$ cat config.mk
export PLATFORM = sky130hd
export DESIGN_NAME = dma_mmio_ctrl_flat
export DESIGN_NICKNAME = d
export VERILOG_FILES = /design/src/rtl/dma_mmio_ctrl_if.sv /design/src/rtl/dma_mmio_ctrl.sv /design/src/flat_wrapper.sv
export SDC_FILE = /design/constraint.sdc
export NUM_CORES = 1
export LEC_CHECK = 0
export CAP_MARGIN = 10
export CORE_AREA = 2 2 133 232
export DETAILED_ROUTE_END_ITERATION = 10
export DIE_AREA = 0 0 135 234
export MAX_ROUTING_LAYER = met4
export PLACE_DENSITY = 0.67
export REMOVE_ABC_BUFFERS = 1
export SLEW_MARGIN = 40
export SYNTH_ARGS = -nofsm -noshare
export SYNTH_HDL_FRONTEND = slang
export SYNTH_SLANG_ARGS = --single-unit
export TNS_END_PERCENT = 10
$ cat constraint.sdc
create_clock -name clk -period 2.6 [get_ports clk]
set_input_delay 0.52 -clock clk [delete_from_list [all_inputs] [get_ports clk]]
set_output_delay 0.52 -clock clk [all_outputs]
set_load 0.005 [all_outputs]
$ cat src/rtl/dma_mmio_ctrl_if.sv
// ---------------------------------------------------------------------------
// dma_mmio_ctrl_if
// Bus bundle for the DMA controller. It carries two buses and the interrupt:
//   - MMIO responder bus (CPU -> DMA register window):
//       dma_mmio_req/we/addr/wdata in, dma_mmio_rdata/ready out
//   - Memory initiator bus (DMA -> memory):
//       dma_mem_req/we/addr/wdata out, dma_mem_rdata/ready in
//   - dma_irq: level interrupt out
// Modports:
//   slave  : the DMA controller's view (responds on MMIO, initiates on memory)
//   master : the surrounding system's view (CPU/interconnect plus memory)
// ---------------------------------------------------------------------------
interface dma_mmio_ctrl_if #(
    parameter int XLEN = 32
);
    logic            dma_mmio_req;
    logic            dma_mmio_we;
    logic [XLEN-1:0] dma_mmio_addr;
    logic [XLEN-1:0] dma_mmio_wdata;
    logic [XLEN-1:0] dma_mmio_rdata;
    logic            dma_mmio_ready;

    logic            dma_mem_req;
    logic            dma_mem_we;
    logic [XLEN-1:0] dma_mem_addr;
    logic [XLEN-1:0] dma_mem_wdata;
    logic [XLEN-1:0] dma_mem_rdata;
    logic            dma_mem_ready;

    logic            dma_irq;

    modport slave (
        input  dma_mmio_req, dma_mmio_we, dma_mmio_addr, dma_mmio_wdata,
        output dma_mmio_rdata, dma_mmio_ready,
        output dma_mem_req, dma_mem_we, dma_mem_addr, dma_mem_wdata,
        input  dma_mem_rdata, dma_mem_ready,
        output dma_irq
    );

    modport master (
        output dma_mmio_req, dma_mmio_we, dma_mmio_addr, dma_mmio_wdata,
        input  dma_mmio_rdata, dma_mmio_ready,
        input  dma_mem_req, dma_mem_we, dma_mem_addr, dma_mem_wdata,
        output dma_mem_rdata, dma_mem_ready,
        input  dma_irq
    );
endinterface

$ cat src/rtl/dma_mmio_ctrl.sv
// ---------------------------------------------------------------------------
// dma_mmio_ctrl
// Word-by-word memory-to-memory DMA engine with an MMIO register window.
// Software programs SRC/DST/LEN, sets CTRL.START, then polls STATUS.DONE or
// waits for the interrupt.
//
// Ports:
//   clk    in   system clock
//   rst_n  in   asynchronous active-low reset
//   bus    dma_mmio_ctrl_if.slave
//            MMIO responder : dma_mmio_req/we/addr/wdata -> dma_mmio_rdata/ready
//            Mem initiator  : dma_mem_req/we/addr/wdata  <- dma_mem_rdata/ready
//            dma_irq        : level interrupt
//
// Register map (addr[4:2]):
//   0 SRC   1 DST   2 LEN (bytes)   3 CTRL {IE, START}   4 STATUS {DONE, BUSY}
//   5..7 read as zero, writes ignored.
//
// Build option:
//   DMA_IRQ_EN  when defined, CTRL.IE is implemented and
//               dma_irq = STATUS.DONE & CTRL.IE. When undefined, IE reads 0
//               and dma_irq is tied low.
// ---------------------------------------------------------------------------
module dma_mmio_ctrl #(
    parameter int XLEN  = 32,
    parameter int LEN_W = 16
) (
    input  logic            clk,
    input  logic            rst_n,
    dma_mmio_ctrl_if.slave  bus
);

    typedef enum logic [2:0] {
        S_IDLE,
        S_RD,
        S_RD2WR,
        S_WR,
        S_WR2RD,
        S_DONE
    } state_t;

    state_t           r_state;
    state_t           w_state_next;

    logic [XLEN-1:0]  r_src;
    logic [XLEN-1:0]  r_dst;
    logic [LEN_W-1:0] r_len;
    logic             r_done;
    logic             r_mmio_ready;

    logic [XLEN-1:0]  r_cur_src;
    logic [XLEN-1:0]  r_cur_dst;
    logic [LEN_W-1:0] r_remaining;
    logic [XLEN-1:0]  r_buf;

    logic             w_ie;
    logic             w_busy;
    logic             w_wr_en;
    logic             w_start;
    logic [2:0]       w_sel;
    logic [XLEN-1:0]  w_rd_val;
    logic [LEN_W-1:0] w_remaining_dec;

    logic             w_mem_req;
    logic             w_mem_we;
    logic [XLEN-1:0]  w_mem_addr;
    logic [XLEN-1:0]  w_mem_wdata;

    logic             w_unused_ok;

    assign w_busy          = (r_state != S_IDLE);
    assign w_sel           = bus.dma_mmio_addr[4:2];
    // A write takes effect in the single cycle the ready pulse is high.
    assign w_wr_en         = r_mmio_ready & bus.dma_mmio_req & bus.dma_mmio_we;
    assign w_start         = w_wr_en & (w_sel == 3'd3) & bus.dma_mmio_wdata[0] & ~w_busy;
    assign w_remaining_dec = r_remaining - LEN_W'(4);

    assign w_unused_ok = &{1'b0, bus.dma_mmio_addr[XLEN-1:5], bus.dma_mmio_addr[1:0]};

    // MMIO handshake: ready pulses the cycle after req is seen, and the
    // self-masking term forces at least one idle cycle between accesses.
    always_ff @(posedge clk or negedge rst_n) begin
        if (!rst_n) begin
            r_mmio_ready <= 1'b0;
        end else begin
            r_mmio_ready <= bus.dma_mmio_req & ~r_mmio_ready;
        end
    end

    // Transfer parameters are frozen while a copy is in flight so the
    // running transfer always uses what was programmed at START.
    always_ff @(posedge clk or negedge rst_n) begin
        if (!rst_n) begin
            r_src <= '0;
            r_dst <= '0;
            r_len <= '0;
        end else if (w_wr_en && !w_busy) begin
            case (w_sel)
                3'd0:    r_src <= {bus.dma_mmio_wdata[XLEN-1:2], 2'b00};
                3'd1:    r_dst <= {bus.dma_mmio_wdata[XLEN-1:2], 2'b00};
                3'd2:    r_len <= {bus.dma_mmio_wdata[LEN_W-1:2], 2'b00};
                default: ;
            endcase
        end
    end

`ifdef DMA_IRQ_EN
    logic r_ie;

    always_ff @(posedge clk or negedge rst_n) begin
        if (!rst_n) begin
            r_ie <= 1'b0;
        end else if (w_wr_en && (w_sel == 3'd3)) begin
            r_ie <= bus.dma_mmio_wdata[1];
        end
    end

    assign w_ie        = r_ie;
    assign bus.dma_irq = r_done & r_ie;
`else
    assign w_ie        = 1'b0;
    assign bus.dma_irq = 1'b0;
`endif

    // DONE is set by the FSM and cleared by writing 1; the set has priority
    // so a completion racing a software clear is never lost.
    always_ff @(posedge clk or negedge rst_n) begin
        if (!rst_n) begin
            r_done <= 1'b0;
        end else if (r_state == S_DONE) begin
            r_done <= 1'b1;
        end else if (w_wr_en && (w_sel == 3'd4) && bus.dma_mmio_wdata[1]) begin
            r_done <= 1'b0;
        end
    end

    // FSM state register plus the copy datapath (working pointers, byte
    // counter and the single-word holding buffer).
    always_ff @(posedge clk or negedge rst_n) begin
        if (!rst_n) begin
            r_state     <= S_IDLE;
            r_cur_src   <= '0;
            r_cur_dst   <= '0;
            r_remaining <= '0;
            r_buf       <= '0;
        end else begin
            r_state <= w_state_next;
            case (r_state)
                S_IDLE: begin
                    if (w_start) begin
                        r_cur_src   <= r_src;
                        r_cur_dst   <= r_dst;
                        r_remaining <= r_len;
                    end
                end
                S_RD: begin
                    if (bus.dma_mem_ready) begin
                        r_buf <= bus.dma_mem_rdata;
                    end
                end
                S_WR: begin
                    if (bus.dma_mem_ready) begin
                        r_cur_src   <= r_cur_src + XLEN'(4);
                        r_cur_dst   <= r_cur_dst + XLEN'(4);
                        r_remaining <= w_remaining_dec;
                    end
                end
                default: ;
            endcase
        end
    end

    // Next-state logic. The *2* states are the one-cycle request gaps
    // between consecutive memory transactions.
    always_comb begin
        w_state_next = r_state;
        case (r_state)
            S_IDLE: begin
                if (w_start) begin
                    w_state_next = (r_len == '0) ? S_DONE : S_RD;
                end
            end
            S_RD: begin
                if (bus.dma_mem_ready) begin
                    w_state_next = S_RD2WR;
                end
            end
            S_RD2WR: w_state_next = S_WR;
            S_WR: begin
                if (bus.dma_mem_ready) begin
                    w_state_next = (w_remaining_dec == '0) ? S_DONE : S_WR2RD;
                end
            end
            S_WR2RD: w_state_next = S_RD;
            S_DONE:  w_state_next = S_IDLE;
            default: w_state_next = S_IDLE;
        endcase
    end

    // Memory outputs decode purely from registered state, so they are stable
    // for the whole request and fall immediately on asynchronous reset.
    always_comb begin
        w_mem_req   = 1'b0;
        w_mem_we    = 1'b0;
        w_mem_addr  = '0;
        w_mem_wdata = '0;
        case (r_state)
            S_RD: begin
                w_mem_req  = 1'b1;
                w_mem_addr = r_cur_src;
            end
            S_WR: begin
                w_mem_req   = 1'b1;
                w_mem_we    = 1'b1;
                w_mem_addr  = r_cur_dst;
                w_mem_wdata = r_buf;
            end
            default: ;
        endcase
    end

    assign bus.dma_mem_req   = w_mem_req;
    assign bus.dma_mem_we    = w_mem_we;
    assign bus.dma_mem_addr  = w_mem_addr;
    assign bus.dma_mem_wdata = w_mem_wdata;

    // Register readback; START is a pulse and always reads 0.
    always_comb begin
        w_rd_val = '0;
        case (w_sel)
            3'd0:    w_rd_val = r_src;
            3'd1:    w_rd_val = r_dst;
            3'd2:    w_rd_val = XLEN'(r_len);
            3'd3:    w_rd_val = XLEN'({w_ie, 1'b0});
            3'd4:    w_rd_val = XLEN'({r_done, w_busy});
            default: w_rd_val = '0;
        endcase
    end

    assign bus.dma_mmio_ready = r_mmio_ready;
    assign bus.dma_mmio_rdata = r_mmio_ready ? w_rd_val : '0;

endmodule
$ cat src/flat_wrapper.sv
// flat-port wrapper written by rule: the top's interface ports become plain ports
module dma_mmio_ctrl_flat 
#(
    parameter int XLEN  = 32,
    parameter int LEN_W = 16
)
  (clk, rst_n, bus_dma_mmio_req, bus_dma_mmio_we, bus_dma_mmio_addr, bus_dma_mmio_wdata, bus_dma_mmio_rdata, bus_dma_mmio_ready, bus_dma_mem_req, bus_dma_mem_we, bus_dma_mem_addr, bus_dma_mem_wdata, bus_dma_mem_rdata, bus_dma_mem_ready, bus_dma_irq);
  dma_mmio_ctrl_if #(.XLEN(XLEN)) bus_i ();
  input  logic clk;
  input  logic rst_n;
  input wire logic [$bits(bus_i.dma_mmio_req)-1:0] bus_dma_mmio_req;
  input wire logic [$bits(bus_i.dma_mmio_we)-1:0] bus_dma_mmio_we;
  input wire logic [$bits(bus_i.dma_mmio_addr)-1:0] bus_dma_mmio_addr;
  input wire logic [$bits(bus_i.dma_mmio_wdata)-1:0] bus_dma_mmio_wdata;
  output wire logic [$bits(bus_i.dma_mmio_rdata)-1:0] bus_dma_mmio_rdata;
  output wire logic [$bits(bus_i.dma_mmio_ready)-1:0] bus_dma_mmio_ready;
  output wire logic [$bits(bus_i.dma_mem_req)-1:0] bus_dma_mem_req;
  output wire logic [$bits(bus_i.dma_mem_we)-1:0] bus_dma_mem_we;
  output wire logic [$bits(bus_i.dma_mem_addr)-1:0] bus_dma_mem_addr;
  output wire logic [$bits(bus_i.dma_mem_wdata)-1:0] bus_dma_mem_wdata;
  input wire logic [$bits(bus_i.dma_mem_rdata)-1:0] bus_dma_mem_rdata;
  input wire logic [$bits(bus_i.dma_mem_ready)-1:0] bus_dma_mem_ready;
  output wire logic [$bits(bus_i.dma_irq)-1:0] bus_dma_irq;
  assign bus_i.dma_mmio_req = bus_dma_mmio_req;
  assign bus_i.dma_mmio_we = bus_dma_mmio_we;
  assign bus_i.dma_mmio_addr = bus_dma_mmio_addr;
  assign bus_i.dma_mmio_wdata = bus_dma_mmio_wdata;
  assign bus_dma_mmio_rdata = bus_i.dma_mmio_rdata;
  assign bus_dma_mmio_ready = bus_i.dma_mmio_ready;
  assign bus_dma_mem_req = bus_i.dma_mem_req;
  assign bus_dma_mem_we = bus_i.dma_mem_we;
  assign bus_dma_mem_addr = bus_i.dma_mem_addr;
  assign bus_dma_mem_wdata = bus_i.dma_mem_wdata;
  assign bus_i.dma_mem_rdata = bus_dma_mem_rdata;
  assign bus_i.dma_mem_ready = bus_dma_mem_ready;
  assign bus_dma_irq = bus_i.dma_irq;
  dma_mmio_ctrl #(.XLEN(XLEN), .LEN_W(LEN_W)) u_core (.clk(clk), .rst_n(rst_n), .bus(bus_i));
endmodule
* Yosys cells after proc, flatten, opt, wreduce, memory -nomap -nowiden *
Cells that the tools add are included.

storage, ports and cells
  bits of input ports = 101
  logic and storage cells = 74
  bits in registers = 191
  output and inout bits = 100

cells by class
  bitwise gates (word level) = 8
  equality and inequality tests = 12
  add/sub/neg operators = 3
  reductions and logical operators = 18
  mux-type cells = 23

operator list
  cell                                                                    number
  32-bit 2-to-1 mux                                                       6
  32-bit case mux with 2 select lines                                     3
  32-bit case mux with 4 select lines                                     1
  32-bit by 3-bit adder with 32-bit output (second input constant)        2
  16-bit zero test                                                        2
  16-bit 2-to-1 mux                                                       2
  16-bit case mux with 2 select lines                                     1
  16-bit by 3-bit subtractor with 16-bit output (second input constant)   1
  3-bit case mux with 5 select lines                                      1
  3-bit by 2-bit equality test with 1-bit output (second input constant)  4
  3-bit 2-to-1 mux                                                        4
  3-bit equality test (second input constant)                             3
  2-bit AND reduction                                                     4
  1-bit AND                                                               6
  3-bit by 1-bit equality test with 1-bit output (second input constant)  2
  3-bit zero test                                                         2
  3-bit AND reduction                                                     2
  1-bit 2-to-1 mux                                                        5
  2-bit != test (second input constant)                                   2
  2-bit nonzero test                                                      2
  1-bit logical AND                                                       3
  3-bit nonzero test                                                      1
  2-bit by 1-bit != test with 1-bit output (second input constant)        1
  1-bit NOT                                                               2
  2 further kinds                                                         2

* Longest topological paths before layout *
Gate-level depths: netlist of the first run.

  word-level depth = 7
  gate-level depth with buffers = 8
  depth with buffers taken out = 7

* Worst setup path after synthesis of the first run *
No wires, ideal clock.

  path type = input-to-output
  start = input port bus_dma_mmio_addr[2]
  end = output port bus_dma_mmio_rdata[10]
  buffers on the path = 2
  data arrival time = 1630 ps
  cell stages on the path = 6
  setup slack = 450 ps
  required time = 2080 ps
  cells stage by stage = clkbuf_1 -> buf_1 -> mux2i_1 -> nor2_1 -> a21oi_1 -> nor2_1

on the way
  longest elaborated chain between the ends = 3
  elaborated cells between the ends (all ways) = 6
  classes of those cells = 3 x eq/ne; 2 x mux; 1 x reduce/logical

RTL lines
  item                                               RTL line              RTL
  start: declaration                                 flat_wrapper.sv:13    input wire logic [$bits(bus_i.dma_mmio_addr)-1:0] bus_dma_mmio_addr;
  3-bit equality test, or another cell as far along  dma_mmio_ctrl.sv:230  case (w_sel)
  32-bit case mux with 4 select lines *              dma_mmio_ctrl.sv:230
  32-bit 2-to-1 mux *                                dma_mmio_ctrl.sv:241  assign bus.dma_mmio_rdata = r_mmio_ready ? w_rd_val : '0;
  end: declaration                                   flat_wrapper.sv:15    output wire logic [$bits(bus_i.dma_mmio_rdata)-1:0] bus_dma_mmio_rdata;

Every way passes the cells marked *; elsewhere a longest branch is shown, timed or not.

* Worst setup path after layout of the first run *
  start = register u_core.r_state[1]
  end = output port bus_dma_mem_wdata[24]

on the way
  longest elaborated chain between the ends = 2

RTL lines
  item                                            RTL line              RTL
  start: declaration                              dma_mmio_ctrl.sv:42   state_t r_state;
  start signal: assignment                        dma_mmio_ctrl.sv:147  r_state <= w_state_next;
  3-bit by 2-bit equality test with 1-bit output  dma_mmio_ctrl.sv:207  case (r_state)
  32-bit 2-to-1 mux                               dma_mmio_ctrl.sv:207
  end: declaration                                flat_wrapper.sv:20    output wire logic [$bits(bus_i.dma_mem_wdata)-1:0] bus_dma_mem_wdata;

No other way between the ends.

==> flow_summary.yaml, run 1 <==
timing:
  setup_violations: 0
  fin_tns_setup_ps: 0
  skew_ps: 11.22
  min_period_over_period_pct: 98.23
  fin_crit_ps: 2554
  tightest_slew_ps: 637.5
  fmax_ghz: 0.3916
  hold_viol_final: 0
  hold-worst-slack_ps: 47.50
  setup_slack_ps: 46.15
  relSlewSlack_pct: 57.41
  slew_viol_final: 0
  grt_setup_unrepaired: "yes"
routing:
  viasPerCell: 5.591
  drcViolationCount: 0
  drt_iter0_drc: 650
  drt_first_pass_iters: 5
  routed_wl_um: 32310
  avgRoutedWirePerCell_um: 19.76
  drtAntennaViolNets: 0
  vias: 9142
grt:
  grt.total_usage_pct: 21.17
  grt_pass1_vias: 9079
  grt_pass1_wl_um: 50070
  antenna_found_initial: 2
  overflow: 0
  grt_max_degree: 58
clock_network:
  cts_tree: "built"
  numCtsBuffers: 17
  clkLatencyLatePin_ps: 460
  cts.clk_slew.worst_paths_ps: 70
  cts-root-to-sink-buffers: 2
  cts_sinks: 185
  cts-root-buf: "clkbuf_16"
  ctsHoldBuffers: 0
  cts.htree.levels: 4
synth:
  synth_edf_count: 0
  synth.avg_cell_area_um2: 9.623
  synth_top_family_by_area: "multiplexers"
  synth_fa_ha_area_share_pct: 0.4883
  yosys_warnings: 0
  yosysMostFrequentCell: "dfrtp_1"
  synthMuxAreaShare_pct: 18.00
  yosysTopAreaCell: "dfrtp_1"
  syn_area_mm2: 0.01025
  synth_flop_cell: "dfrtp_1"
  synth_cell_type_count: 60
  ys_top_cells_by_area: "dfrtp_1 (45%), mux2_2 (12%), mux2i_1 (6.3%)"
  synthXorXnorAreaFrac_pct: 0.2564
  synth_compound_area_share_pct: 14.93
  postSynth.asyncResetShare_pct: 100.0
  yosys.area_share.simple_pct: 16.92
  yosysTopAreaCellShare_pct: 45.17
  postSynthCellCount: 1065
  yosys-top-cells-count: "dfrtp_1 (185), nor2_1 (117), mux2_2 (106)"
  ys_ff_latch: 185
  ys_seq_area_share_pct: 45.17
pwr:
  swShare_pct: 37.47
  power_leakage_nw: 6.185
  comb_power_share_pct: 40.1
  p_int_mw: 8.228
  worst_ir_drop_vdd_uv: 523.8
  pwr-share-seq_pct: 38.9
  p_sw_mw: 4.931
  power_density_mw_per_mm2: 971.9
  clkPwrFrac_pct: 21.1
cells_and_area:
  fin_cells: 1635
  final_cell_area_mm2: 0.01354
  areaGrowthSynthToFinish_pct: 32.12
  fill_cells: 2904
  fin_nets: 1338
  drive_above_1_share_pct: 18.22
placed_design:
  placed_cells_incl_taps: 1591
  gp_routability_congestion: 0.8778
  dp_hpwl_um: 22740
  place_ws_ps: -249.0
  portBuffers: 168
  place_area_mm2: 0.01269
critical_path:
  cp.arrival_ps: 2030
  crit_path_end_kind: "output port"
  cp-start-kind: "flop"
  crit_type: "reg -> out"
  required_ps: 2080
  critPathMaxFanout: 17
die:
  rows: 84
  start_util_pct: 34.34
  die_h_um: 234
  dieWidth_um: 135
  num_io_pins: 201
  fp.coreArea_mm2: 0.02985
  die_area_mm2: 0.03159
min_path:
  hold_path_class: "in -> async"
status:
  status: "finished, final reports clean"
job:
  max_cap_violations: 0
through the flow:
stage	util (%)	power, mW
2_1_floorplan	-	7.895
3_3_place_gp	42.52	10.08
3_5_place_dp	42.52	10.24
4_1_cts	44.82	13.13
5_1_grt	45.36	14.02
6_report	45.36	13.16
power by group through the flow:
stage | sequential, mW | clock (mW) | combinational (mW)
after CTS | 5.08 | 2.84 | 5.21
after global placement | 5.07 | 0 | 5.01
after detailed placement | 5.12 | 0 | 5.12
final | 5.11 | 2.78 | 5.27
after floorplan | 4.82 | 0 | 3.08
after global routing | 5.26 | 2.95 | 5.81
critical path: stages, from the launching register on:
cell and delay (ps):
dfrtp_2 520, nand3b_1 140, bufinv_8 280, and2_4 160, clkdlybuf4s50_1 490
repair_timing:
| action | 4_1_cts | 5_1_grt |
|---|---|---|
| hold endpoints to repair | 0 | 0 |
| pin swaps | 0 | 1 |
| cloned | 2 | 1 |
| buffers inserted | 2 | 5 |
| setup endpoints to repair | 92 | 84 |
| resized for setup | 15 | 34 |
routing by layer:
layer,share of wire (%),wire length [µm],GRT usage [%]
met5,0,0,-
met4,4.6,1502,10.64
met3,4.4,1432,3.113
met2,53,17110,36.58
met1,38,12270,23.74
area by class of cell:
class / instances / area (µm²) / share of cell area [%]
diodes: 2 / 5.005 / 0.03696
clock buffers: 20 / 456.7 / 3.373
well taps: 387 / 484.2 / 3.576
flip-flops and latches: 185 / 4633 / 34.22
inverters: 15 / 70.07 / 0.5175
multi-input cells: 777 / 5251 / 38.78
repair inverters: 1 / 16.27 / 0.1201
repair buffers: 236 / 2460 / 18.17
clock inverters: 12 / 163.9 / 1.210
sequential cells by signal (all words and copies together), names as in the netlist:
name	count
u_core.r_buf	32
u_core.r_cur_dst	30
u_core.r_cur_src	30
u_core.r_dst	30
u_core.r_src	30
u_core.r_len	14
u_core.r_remaining	14
u_core.r_state	3
u_core.bus.dma_mmio_ready	1
u_core.r_done	1
cells by family after synthesis:
kind of cell,count (synthesis)
and+or+nand+nor,347
buffers and inverters,105
muxes,171
adders and majority gates,4
xor gates and xnor gates,3
other,1
AOI/OAI and AO/OA,249
DFF,185
final timing paths:
kind / start / to / slack [ps] / cells after the start
setup / recovery: u_core.r_state[1]$_DFFE_PN0P_ / bus_dma_mem_wdata[24] / 50 / 4
hold / removal: rst_n / u_core.r_cur_dst[31]$_DFFE_PN0P_ / 50 / 1
setup reg to reg: u_core.r_state[1]$_DFFE_PN0P_ / u_core.r_remaining[12]$_DFFE_PN0P_ / 360 / 7
hold reg to reg: u_core.r_buf[22]$_DFFE_PN0P_ / u_core.r_buf[22]$_DFFE_PN0P_ / 500 / 1
max in group asynchronous: rst_n / u_core.r_dst[7]$_DFFE_PN0P_ / 1860 / 2
min in group clk: u_core.r_buf[22]$_DFFE_PN0P_ / u_core.r_buf[22]$_DFFE_PN0P_ / 500 / 1
layout by cell type (no fill, tap or decap), types with 4 or more instances in the layout:
cell type        count
buf_12              14
a32oi_1              4
a21oi_1             98
buf_4               50
or3_1                4
clkbuf_16           18
dlymetal6s2s_1      29
o2bb2a_1             5
o21ai_0             48
o22a_1               8
inv_1               14
a211oi_1             4
nor4_1              13
and2_1              34
a2bb2oi_1            7
mux2_2             106
and4_1               8
nand3_1             36
nand2_1             56
dfrtp_1            182
ha_1                 4
nor3_1              13
o31ai_1              5
o211ai_1             4
clkdlybuf4s50_1    136
o22ai_1             25
and3_1              20
nand4_1             18
a31oi_1              9
mux2i_1             65
nor2_1             115
a22oi_1              8
(Power assumes the default switching activity.)
==> run 2: changes to the inputs <==
--- a/config.mk
+++ b/config.mk
@@ -6,8 +6,9 @@
 export NUM_CORES = 1
 export LEC_CHECK = 0
+export ABC_AREA = 1
 export CAP_MARGIN = 10
-export CORE_AREA = 2 2 133 232
+export CORE_AREA = 2 2 135 236
 export DETAILED_ROUTE_END_ITERATION = 10
-export DIE_AREA = 0 0 135 234
+export DIE_AREA = 0 0 137 238
 export MAX_ROUTING_LAYER = met4
 export PLACE_DENSITY = 0.67
==> constraint.sdc (replaced) <==
create_clock -name clk -period 2.6 [get_ports clk]
set_input_delay 0.52 -clock clk [delete_from_list [all_inputs] [get_ports clk]]
set_output_delay 0.52 -clock clk [all_outputs]
set_load 0.1 [all_outputs]
==> flow_summary.yaml, run 2 <==
status:
  status: "finished with violations"
  violations: "setup timing"
synth:
  synth.avg_cell_area_um2: 7.040
  ys_top_cells_by_area: "dfrtp_1 (44%), nand2_1 (13%), inv_1 (6.9%)"
  ys_ff_latch: 185
  syn_area_mm2: 0.01061
  yosysTopAreaCell: "dfrtp_1"
  postSynth.asyncResetShare_pct: 100.0
  postSynthCellCount: 1507
  yosys_warnings: 0
  synth_edf_count: 0
  ys_seq_area_share_pct: 43.64
  yosysTopAreaCellShare_pct: 43.64
  yosysMostFrequentCell: "nand2_1"
  synth_flop_cell: "dfrtp_1"
  synth_cell_type_count: 43
  yosys-top-cells-count: "nand2_1 (380), inv_1 (195), dfrtp_1 (185)"
cells_and_area:
  drive_above_1_share_pct: 16.17
  final_cell_area_mm2: 0.01495
  fin_cells: 2092
  final_common_cell: "nand2_1"
  areaGrowthSynthToFinish_pct: 40.88
  largest_reg_flops: 32
  diodes: 0
  fin_util_pct: 48.79
  top_register: "u_core.r_buf"
  fin_nets: 1794
  layout_common_cells: "nand2_1 (376), inv_1 (191), dfrtp_1 (184)"
routing:
  drt_iter0_drc: 682
  drt_first_pass_iters: 5
  drcViolationCount: 0
  route.met3.wl_um: 1441
  avgRoutedWirePerCell_um: 17.94
  routed.top_layer: "met4"
  drtAntennaViolNets: 0
  met1_length_um: 13470
  wl_met2_um: 19980
  viasPerCell: 5.121
  routed_wl_um: 37540
  vias: 10710
pwr:
  power_density_mw_per_mm2: 1080
  finalPower_mw: 16.15
  worst_ir_drop_vdd_uv: 661.9
  power_leakage_nw: 6.655
timing:
  fin_crit_ps: 2637
  fin_tns_setup_ps: -285.2
  setup_slack_ps: -36.54
  fmax_ghz: 0.3793
  min_period_over_period_pct: 101.4
  tightest_slew_ps: 743.9
  grt_setup_unrepaired: "yes"
  skew_ps: 10.82
  hold_viol_final: 0
  relSlewSlack_pct: 50.40
  slew_viol_final: 0
  setup_violations: 22
job:
  max_cap_violations: 0
clock_network:
  cts.clk_slew.worst_paths_ps: 70
  cts_sinks: 185
  clkLatencyLatePin_ps: 460
  cts.htree.levels: 4
  cts_tree: "built"
  numCtsBuffers: 17
  cts-root-to-sink-buffers: 2
  cts-root-buf: "clkbuf_16"
  ctsHoldBuffers: 0
die:
  die_h_um: 238
  dieWidth_um: 137
  die_area_mm2: 0.03261
  fp.coreArea_mm2: 0.03063
  num_io_pins: 201
  rows: 85
  start_util_pct: 34.64
grt:
  grt.total_usage_pct: 24.43
  grt_pass1_vias: 10810
  overflow: 0
  antenna_found_initial: 0
  grt_pass1_wl_um: 58330
  grt_max_degree: 71
min_path:
  hold_path_class: "in -> async"
critical_path:
  crit_path_end_kind: "output port"
  reg2reg_slack_ps: 380
  crit_type: "reg -> out"
  cp.arrival_ps: 2120
  critPathMaxFanout: 41
  cp-start-kind: "flop"
  required_ps: 2080
placed_design:
  dp_hpwl_um: 27830
  placed_cells_incl_taps: 2050
  portBuffers: 168
  gp_routability_congestion: 0.9681
  place_area_mm2: 0.01395
==> run 2: cell types whose count changed in the layout (fill, tap and decap cells not counted), moves of 29 or more <==
cell             previous run  this run
dlymetal6s2s_1             29         0
mux2_2                    106         0
o21ai_1                     0        45
inv_1                      14       191
nand2_1                    56       376
nor2_2                      2        31
buf_12                     14       109
clkdlybuf4s50_1           136        67
mux2i_1                    65         0
and2_1                     34         1
o21ai_0                    48       125
==> run 2: path summary, 6_finish.rpt <==
check	start	to	cells after the start
hold reg to reg	u_core.r_src[15]$_DFFE_PN0P_	u_core.r_src[15]$_DFFE_PN0P_	2
setup / recovery	u_core.r_state[1]$_DFFE_PN0P_	bus_dma_mem_addr[26]	6
min in group clk	u_core.r_src[15]$_DFFE_PN0P_	u_core.r_src[15]$_DFFE_PN0P_	2
setup reg to reg	u_core.r_cur_dst[3]$_DFFE_PN0P_	u_core.r_cur_dst[24]$_DFFE_PN0P_	10
max in group asynchronous	rst_n	u_core.r_src[26]$_DFFE_PN0P_	2
hold / removal	rst_n	u_core.r_src[17]$_DFFE_PN0P_	1
==> run 2: cell families (layout without fill, tap and decap cells) <==
logic type      count (synthesis)  count (layout)  share of synthesized area (%)
other cells                     1               3                        0.03535
fa+ha+maj                       4               4                         0.4718
flops                         185             185                          43.64
simple gates                  684             685                          26.43
compound gates                333             333                          17.03
buf+inv                       279             470                          10.66
xor+xnor                       21              21                          1.734
==> run 2: metrics by stage <==
| step | worst slack (ps) | hold WS [ps] |
|---|---|---|
| 5_1_grt | -96.21 | 143.7 |
| 3_5_place_dp | -181.9 | 472.8 |
| 2_1_floorplan | -2758 | 224.4 |
| 3_3_place_gp | -197.5 | 464.7 |
| 4_1_cts | -18.00 | 110.2 |
| 6_report | -36.54 | 89.60 |
==> run 2: final cells by class <==
class / instances / area, µm²
Timing Repair inverter: 1 / 7.507
Fill cell: 3038 / 15680
Clock buffer: 18 / 439.2
Multi-Input combinational cell: 1046 / 5070
Sequential cell: 185 / 4631
Tap cell: 391 / 489.2
Timing Repair Buffer: 237 / 3346
Clock inverter: 13 / 200.2
Inverter: 201 / 763.2
==> run 2: repair_timing <==
action | 4_1_cts | 5_1_grt
resized for setup | 56 | 21
pin swaps | 5 | 2
setup buffers | 7 | 1
setup endpoints to repair | 85 | 74
cloned | 3 | 0
==> run 2: report_power, final <==
part | switching (mW) | internal (mW) | leakage, nW
registers | 0.887 | 3.87 | 2.34
clock network | 1.18 | 1.72 | 0.316
logic | 5.70 | 2.79 | 4.00
total | 7.76 | 8.38 | 6.65
==> run 2: critical path, cell delays in order (launching register included) <==
cell	delay, ps
dfrtp_1	410
inv_1	100
nor2_4	180
nand2_8	140
buf_12	210
o22ai_1	360
buf_12	230
==> run 2: layer usage <==
layer | vias up | global-route usage, %
li1 | 5220 | -
met1 | 5041 | 24.92
met2 | 342 | 42.61
met3 | 111 | 4.015
met4 | 0 | 15.68
met5 | - | -
==> run 3: changes to the inputs <==
Settings changed: SKIP_LAST_GASP from default to 1.
==> flow_summary.yaml, run 3 (synthesis gave the netlist of run 2 again) <==
status:
  status: "finished with violations"
  violations: "setup timing"
pwr:
  finalPower_mw: 16.11
  worst_ir_drop_vdd_uv: 662.4
  power_density_mw_per_mm2: 1074
  power_leakage_nw: 6.710
timing:
  skew_ps: 11.36
  setup_violations: 29
  slew_viol_final: 0
  min_period_over_period_pct: 103.8
  tightest_slew_ps: 754.5
  setup_slack_ps: -98.34
  fin_crit_ps: 2698
  fmax_ghz: 0.3706
  hold_viol_final: 0
  grt_setup_unrepaired: "yes"
  relSlewSlack_pct: 49.31
critical_path:
  worstRegToRegCells: 10
  crit_type: "reg -> out"
  critPathMaxFanout: 41
  required_ps: 2080
  crit_path_end_kind: "output port"
  cp-start-kind: "flop"
  cp.arrival_ps: 2180
grt:
  antenna_found_initial: 0
  grt_pass1_vias: 10800
  grt_pass1_wl_um: 58300
  grt_max_degree: 71
  overflow: 0
  grt.total_usage_pct: 24.41
cells_and_area:
  diodes: 0
  final_common_cell: "nand2_1"
  seq_area_mm2: 0.004631
  largest_reg_flops: 32
  fill_cells: 3030
  drive_above_1_share_pct: 16.06
  areaGrowthSynthToFinish_pct: 41.42
  layout_common_cells: "nand2_1 (377), inv_1 (190), dfrtp_1 (184)"
  multi_input_area_mm2: 0.005031
  top_register: "u_core.r_buf"
  fin_nets: 1799
  fin_cells: 2097
clock_network:
  cts.clk_slew.worst_paths_ps: 70
  cts_tree: "built"
  cts-root-buf: "clkbuf_16"
  cts_sinks: 185
  numCtsBuffers: 17
  cts-root-to-sink-buffers: 2
  ctsHoldBuffers: 0
  cts.htree.levels: 4
  clkLatencyLatePin_ps: 470
die:
  start_util_pct: 34.64
  num_io_pins: 201
  rows: 85
  die_area_mm2: 0.03261
  die_h_um: 238
  fp.coreArea_mm2: 0.03063
  dieWidth_um: 137
min_path:
  hold_path_class: "in -> async"
placed_design:
  gp_routability_congestion: 0.9681
  place_ws_ps: -181.9
  dp_hpwl_um: 27830
  placed_cells_incl_taps: 2050
  portBuffers: 168
routing:
  vias: 10800
  viasPerCell: 5.151
  drcViolationCount: 0
  drt_first_pass_iters: 5
  avgRoutedWirePerCell_um: 18.07
  drt_iter0_drc: 696
  drtAntennaViolNets: 0
  routed_wl_um: 37900
job:
  max_cap_violations: 0
[run 3: cell count changes in the layout (fill, tap and decap cells not counted), sizes merged]
cell,previous run,this run
buf,167,170
dlymetal6s2s,0,3
clkbuf,18,20
dlygate4sd2,3,0
[run 3: cell type report]
cell class	instances	area share [%]
Clock buffer	18	2.927
Tap cell	391	3.261
Inverter	201	5.087
Clock inverter	13	1.334
Sequential cell	185	30.86
Timing Repair Buffer	242	22.94
Timing Repair inverter	1	0.05004
Multi-Input combinational cell	1046	33.53
[run 3: final timing paths]
path                                                       from                          endpoint  slack, ps
worst max register to register  u_core.r_cur_dst[2]$_DFFE_PN0P_  u_core.r_cur_dst[24]$_DFFE_PN0P_        370
max in group asynchronous                                 rst_n      u_core.r_dst[26]$_DFFE_PN0P_       1810
worst min register to register     u_core.r_src[15]$_DFFE_PN0P_      u_core.r_src[15]$_DFFE_PN0P_        490
worst min-delay path                                      rst_n      u_core.r_src[17]$_DFFE_PN0P_         90
worst max-delay path              u_core.r_state[1]$_DFFE_PN0P_               bus_dma_mem_addr[5]       -100
min in group clk                   u_core.r_src[15]$_DFFE_PN0P_      u_core.r_src[15]$_DFFE_PN0P_        490
[run 3: metrics by stage]
stage	util, %	hold slack [ps]	instance area, µm²	setup TNS, ps
floorplan	-	224.4	10240	-339600
global placement	45.56	464.7	13950	-2074
detailed placement	45.56	472.8	13950	-2948
CTS	48.53	110.2	14860	-3370
global route	48.98	150.9	15000	-3471
finish	48.98	87.95	15000	-571.2
[run 3: worst max-delay path: stages, from the launching register on]
cell	delay [ps]
dfrtp_1	410
inv_1	90
nor2_4	180
nand2_8	140
buf_12	210
o22ai_1	420
buf_12	240
[run 3: timing repair]
action,4_1_cts,5_1_grt
cloned,3,2
pin swaps,5,5
setup buffers,7,4
endpoints found under the setup margin,85,82
gates resized for setup,49,20
hold endpoints to repair,0,0
[run 3: report_power, final]
group / switching (mW) / leakage (nW) / total, mW / internal [mW]
logic: 5.67 / 4.05 / 8.45 / 2.78
clock network: 1.18 / 0.316 / 2.90 / 1.72
registers: 0.887 / 2.34 / 4.76 / 3.87
[run 3: per-layer routing]
layer  track usage [%]  share of wire [%]  vias up
met4             16.00                6.6        0
met1             24.82                 36     5093
met2             42.71                 53      374
met3             3.675                4.3      106
li1                  -                  -     5229
met5                 -                  0        -
